**src/rtl/friet_round_if.sv**
```systemverilog
// Control handshake between the Friet round sequencer and the state-register datapath/consumer.
// The master modport is the controller side; the slave modport is the datapath/environment side.
interface friet_round_if #(
    parameter int CNT_WIDTH = 5
);
    logic                 in_valid;
    logic                 in_ready;
    logic                 out_valid;
    logic                 out_ready;
    logic                 load_en;
    logic                 perm_en;
    logic [CNT_WIDTH-1:0] round_idx;
    logic                 round_last;
    logic                 busy;

    modport master (
        input  in_valid,
        input  out_ready,
        output in_ready,
        output out_valid,
        output load_en,
        output perm_en,
        output round_idx,
        output round_last,
        output busy
    );

    modport slave (
        output in_valid,
        output out_ready,
        input  in_ready,
        input  out_valid,
        input  load_en,
        input  perm_en,
        input  round_idx,
        input  round_last,
        input  busy
    );
endinterface

```
**src/rtl/friet_round_controller.sv**
```systemverilog
// Round sequencer for the Friet permutation: loads the state register, steps the round index,
// then holds the finished state under a valid/ready handshake. Carries no state data.
module friet_round_controller #(
    parameter int NUM_ROUNDS       = 24,
    parameter int ROUNDS_PER_CYCLE = 1,
    parameter int CNT_WIDTH        = 5
) (
    input  logic          clk,
    input  logic          rst,
    friet_round_if.master ctrl_if
);

    typedef enum logic [1:0] {
        IDLE = 2'd0,
        RUN  = 2'd1,
        HOLD = 2'd2
    } state_t;

    localparam logic [CNT_WIDTH-1:0] LAST_IDX = CNT_WIDTH'(NUM_ROUNDS - ROUNDS_PER_CYCLE);
    localparam logic [CNT_WIDTH-1:0] IDX_STEP = CNT_WIDTH'(ROUNDS_PER_CYCLE);

    state_t               state_q, state_d;
    logic [CNT_WIDTH-1:0] idx_q, idx_d;
    logic                 last_w;
    logic                 in_ready_w;

    assign last_w     = (state_q == RUN) && (idx_q == LAST_IDX);
    assign in_ready_w = (state_q == IDLE) || ((state_q == HOLD) && ctrl_if.out_ready);

    always_ff @(posedge clk or posedge rst) begin
        if (rst) begin
            state_q <= IDLE;
            idx_q   <= '0;
        end else begin
            state_q <= state_d;
            idx_q   <= idx_d;
        end
    end

    // The index is only advanced in RUN, so it is zero in IDLE/HOLD and never wraps.
    always_comb begin
        state_d = state_q;
        idx_d   = '0;
        unique case (state_q)
            IDLE: begin
                if (ctrl_if.in_valid) begin
                    state_d = RUN;
                end
            end
            RUN: begin
                if (last_w) begin
                    state_d = HOLD;
                end else begin
                    idx_d = idx_q + IDX_STEP;
                end
            end
            HOLD: begin
                if (ctrl_if.out_ready) begin
                    state_d = ctrl_if.in_valid ? RUN : IDLE;
                end
            end
            default: begin
                state_d = IDLE;
            end
        endcase
    end

    always_comb begin
        ctrl_if.in_ready   = in_ready_w;
        ctrl_if.load_en    = ctrl_if.in_valid && in_ready_w;
        ctrl_if.perm_en    = (state_q == RUN);
        ctrl_if.busy       = (state_q == RUN);
        ctrl_if.out_valid  = (state_q == HOLD);
        ctrl_if.round_idx  = idx_q;
        ctrl_if.round_last = last_w;
    end

endmodule

```
**src/flat_wrapper.sv**
```systemverilog
// flat-port wrapper written by rule: the top's interface ports become plain ports
module friet_round_controller_flat 
#(
    parameter int NUM_ROUNDS       = 24,
    parameter int ROUNDS_PER_CYCLE = 1,
    parameter int CNT_WIDTH        = 5
)
  (clk, rst, ctrl_if_in_valid, ctrl_if_out_ready, ctrl_if_in_ready, ctrl_if_out_valid, ctrl_if_load_en, ctrl_if_perm_en, ctrl_if_round_idx, ctrl_if_round_last, ctrl_if_busy);
  friet_round_if #(.CNT_WIDTH(CNT_WIDTH)) ctrl_if_i ();
  input  logic clk;
  input  logic rst;
  input wire logic [$bits(ctrl_if_i.in_valid)-1:0] ctrl_if_in_valid;
  input wire logic [$bits(ctrl_if_i.out_ready)-1:0] ctrl_if_out_ready;
  output wire logic [$bits(ctrl_if_i.in_ready)-1:0] ctrl_if_in_ready;
  output wire logic [$bits(ctrl_if_i.out_valid)-1:0] ctrl_if_out_valid;
  output wire logic [$bits(ctrl_if_i.load_en)-1:0] ctrl_if_load_en;
  output wire logic [$bits(ctrl_if_i.perm_en)-1:0] ctrl_if_perm_en;
  output wire logic [$bits(ctrl_if_i.round_idx)-1:0] ctrl_if_round_idx;
  output wire logic [$bits(ctrl_if_i.round_last)-1:0] ctrl_if_round_last;
  output wire logic [$bits(ctrl_if_i.busy)-1:0] ctrl_if_busy;
  assign ctrl_if_i.in_valid = ctrl_if_in_valid;
  assign ctrl_if_i.out_ready = ctrl_if_out_ready;
  assign ctrl_if_in_ready = ctrl_if_i.in_ready;
  assign ctrl_if_out_valid = ctrl_if_i.out_valid;
  assign ctrl_if_load_en = ctrl_if_i.load_en;
  assign ctrl_if_perm_en = ctrl_if_i.perm_en;
  assign ctrl_if_round_idx = ctrl_if_i.round_idx;
  assign ctrl_if_round_last = ctrl_if_i.round_last;
  assign ctrl_if_busy = ctrl_if_i.busy;
  friet_round_controller #(.NUM_ROUNDS(NUM_ROUNDS), .ROUNDS_PER_CYCLE(ROUNDS_PER_CYCLE), .CNT_WIDTH(CNT_WIDTH)) u_core (.clk(clk), .rst(rst), .ctrl_if(ctrl_if_i));
endmodule
```
**config.mk**
```make
export PLATFORM = sky130hd
export DESIGN_NAME = friet_round_controller_flat
export DESIGN_NICKNAME = d
export VERILOG_FILES = /design/src/rtl/friet_round_if.sv /design/src/rtl/friet_round_controller.sv /design/src/flat_wrapper.sv
export SDC_FILE = /design/constraint.sdc
export NUM_CORES = 1
export LEC_CHECK = 0
export ABC_AREA = 1
export CORE_AREA = 2 2 39 41
export CTS_CLUSTER_DIAMETER = 120
export DETAILED_ROUTE_END_ITERATION = 6
export DIE_AREA = 0 0 41 43
export PLACE_DENSITY_LB_ADDON = 0.05
export SLEW_MARGIN = 20
export SYNTH_ARGS = -nofsm -noshare
export SYNTH_HDL_FRONTEND = slang
export SYNTH_SLANG_ARGS = --single-unit
```
**constraint.sdc**
```tcl
create_clock -name clk -period 1.3 [get_ports clk]
set_input_delay 0.325 -clock clk [delete_from_list [all_inputs] [get_ports clk]]
set_output_delay 0.325 -clock clk [all_outputs]
set_load 0.02 [all_outputs]
```
==> summary.md <==
| Metric | Value |
|---|---|
| Vias in the first global route | 434 |
| Pwr dens | about 2100 mW/mm^2 |
| Port Buffers | 14 |
| Slew margin rel. | 0.812 |
| Final period utilization | 1.10 |
| Sw frac | 0.386 |
| LEAKAGE | 0.410 nW |
| Final setup margin | -136 ps |
| I/O pins | 15 |
| Clk sinks | 7 |
| Max cap viols | 0 |
| Yosys top cell by area | dfrtp_1 |
| DRT Pass-1 Iters | 2 |
| P_int | 0.00104 W |
| # DRC | 0 |
| Area of the mapped netlist | between 300 and 400 sq um |
| Nets | 91 |
| Clk_lat worst skew | 240 ps |
| Post-route ant nets | 0 |
| Synth area leaders | dfrtp_1 (50%), nand2_1 (8.6%), nor2_1 (8.6%), inv_1 (7.5%), ha_1 (3.6%) |
| Core Region | 0.00138 sq mm |
| CTS Buf Count | 3 |
| Die area | roughly 0.0018 sq mm |
| DR iter-0 viols | 1 |
| Crit-path max cell delay | 390 ps |
| Initial antenna violation count | 0 |
| Critical path cell sequence | ha_4, nand4_4, nor2_4, buf_6 |
| Register area share after synthesis | 0.502 |
| Clock Tree Buf Depth | 2 |
| NetSw | about 0.00065 W |
| Final setup viols | 5 |
| WHS | 311 ps |
| Fin. Hold Viols | 0 |
| Gr ovfl total | 0 |
| Reg power frac | 0.232 |
| Layout cell share with drive strength beyond 1 | 0.647 |
| CTS tree | yes |
| CP Launch Type | flip-flop |
| Failing checks | setup timing |
| Rows | 14 |
| Syn Inst Count | 43 |
| Worst slack, placed | -693 ps |
| Worst r2r path cells | 7 |
| Min Tclk post-route | around 1400 ps |
| Vias | 403 |
| Fill cells | 129 |
| Worst slew pin tran | 282 ps |
| First-pass GRT wire length | 1.90 mm |
| Top-area cell type share of the netlist area | 0.502 |
| Area grow syn2layout | 128% |
| Commonest non-fill, non-tap cell in the layout | buf_4 |
| RSZ-0062 raised after global routing | true |
| Post-DP HPWL | 662 um |
| Cells after DPL | 85 |
| Max FO, Critical Path | 2 |
| CP required | between 900 and 1000 ps |
| Hold_buf cts | 0 |
| Largest net degree at the start of global routing | 8 |
| Slowest CP cell | dfrtp_2 |
| Synth Net Count | 48 |
| Comb pwr share | 0.655 |
| Max rail drop VDD | 0.000945 V |
| Clock group share of total power | 0.113 |
| Synth cell types | 15 |
| Leading cell types in the layout, fill and taps excluded | buf_4 (18), buf_6 (17), nand2_1 (6) |
| Total number of yosys warnings | 0 |
| Critical Path End Type | output port |
| Placer Congestion | between 0.6 and 0.7 |
| H-tree depth | 1 |
| Arr. time, crit path | 1110 ps |
| Post-Route Skew | 4.17 ps |
| Worst-path clk slew | 50 ps |
| Via density | 3.99 |
| Die Wd | 41 um |
| Setup TNS | -418 ps |
| Fmax achieved | 696 MHz |
| FF+latch count, synth | 7 |
| Overall Global Routing Usage | 0.163 |
| Root Buffer | clkbuf_4 |
| Synthesized area per cell | 8.12 sq um |
| Final cell count without fillers | 101 |
| Final Max Slew Viols | 0 |
| Multi-input logic area | 176 sq um |
| Drt total wl | 1.07 mm |
| Status | finished with violations |
| HP Class | in -> async |
| Die Span Y | 43 um |
| Antenna cell count | 0 |
| Register area | between 150 and 200 sq um |
| Wire per inst | 10.5 um |
| Crit Path Category | reg -> out |
| Initial Utilization | 0.252 |
[sequential cells by signal, summed over array words and instances, names as in the netlist]
name,flops
u_core.ctrl_if.round_idx,5
u_core.state_q,2
[power groups by stage]
stage	combinational (W)	clock, W	sequential (W)
finish	0.00111	0.000192	0.000393
CTS	0.000959	0.000204	0.000388
detailed placement	0.000871	0	0.000360
floorplan	0.000286	0	0.000480
global placement	0.000859	0	0.000355
global route	0.00121	0.000214	0.000407
[cells in the mapped netlist]
| cell type | n |
|---|---|
| nand2_2 | 2 |
| ha_1 | 1 |
| buf_4 | 1 |
| nand4_1 | 1 |
| dfrtp_1 | 7 |
| nand4_2 | 1 |
| inv_2 | 1 |
| nor2_1 | 8 |
| a21oi_2 | 1 |
| nand2_1 | 8 |
| clkinv_1 | 1 |
| inv_1 | 7 |
| o21ai_1 | 1 |
| nor3_1 | 1 |
| nand3_1 | 2 |
[critical path, delay by kind of cell, from the launching register on]
family        cells  cell delay (ps)
simple gates      2              200
fa+ha+maj         1              160
flops             1              390
buf+inv           1              120
[kinds of logic after synthesis]
family / count (synthesis) / synth area share
DFF: 7 / 0.502
adders and majority gates: 1 / 0.0358
buffers and inverters: 10 / 0.118
and+or+nand+nor: 23 / 0.305
AOI/OAI and AO/OA: 2 / 0.0394
[path summary, 6_finish.rpt]
kind / end / slack [ps] / startpoint
worst max-delay path: ctrl_if_round_last / -140 / u_core.ctrl_if.round_idx[0]$_DFF_PP0_
worst min-delay path: u_core.ctrl_if.round_idx[2]$_DFF_PP0_ / 310 / rst
worst max register to register: u_core.ctrl_if.round_idx[4]$_DFF_PP0_ / 70 / u_core.ctrl_if.round_idx[0]$_DFF_PP0_
worst min register to register: u_core.ctrl_if.round_idx[0]$_DFF_PP0_ / 580 / u_core.ctrl_if.round_idx[0]$_DFF_PP0_
max in group asynchronous: u_core.ctrl_if.round_idx[0]$_DFF_PP0_ / 750 / rst
min in group clk: u_core.state_q[1]$_DFFE_PP0P_ / 510 / ctrl_if_out_ready
[area by class of cell]
class,count,area share
clock buffers,4,0.0331
inverters,9,0.0425
multi-input cells,26,0.222
flip-flops and latches,7,0.224
well taps,16,0.0252
repair buffers,39,0.454
[metrics by stage]
| stage | utilization | total power (W) | cell area, sq um |
|---|---|---|---|
| 2_1_floorplan | - | 0.000766 | 362 |
| 3_3_place_gp | 0.442 | 0.00121 | 612 |
| 4_1_cts | 0.517 | 0.00155 | 716 |
| 6_report | 0.574 | 0.00170 | 795 |
| 5_1_grt | 0.574 | 0.00184 | 795 |
| 3_5_place_dp | 0.442 | 0.00123 | 612 |
[metal layers]
layer  GRT usage  part of all wire  vias up
met2       0.256              0.58        9
met4       0.100                 0        0
met5           0                 0        -
met3      0.0157             0.048        0
met1       0.203              0.37      182
li1            -                 -      212
[timing repair]
| item | 4_1_cts | 5_1_grt |
|---|---|---|
| cloned | 0 | 0 |
| hold endpoints to repair | 0 | 0 |
| gates resized for setup | 67 | 16 |
| setup endpoints to repair | 11 | 11 |
| pin swaps | 5 | 6 |
| buffers inserted | 8 | 7 |
Power figures use the tool's default switching activity.
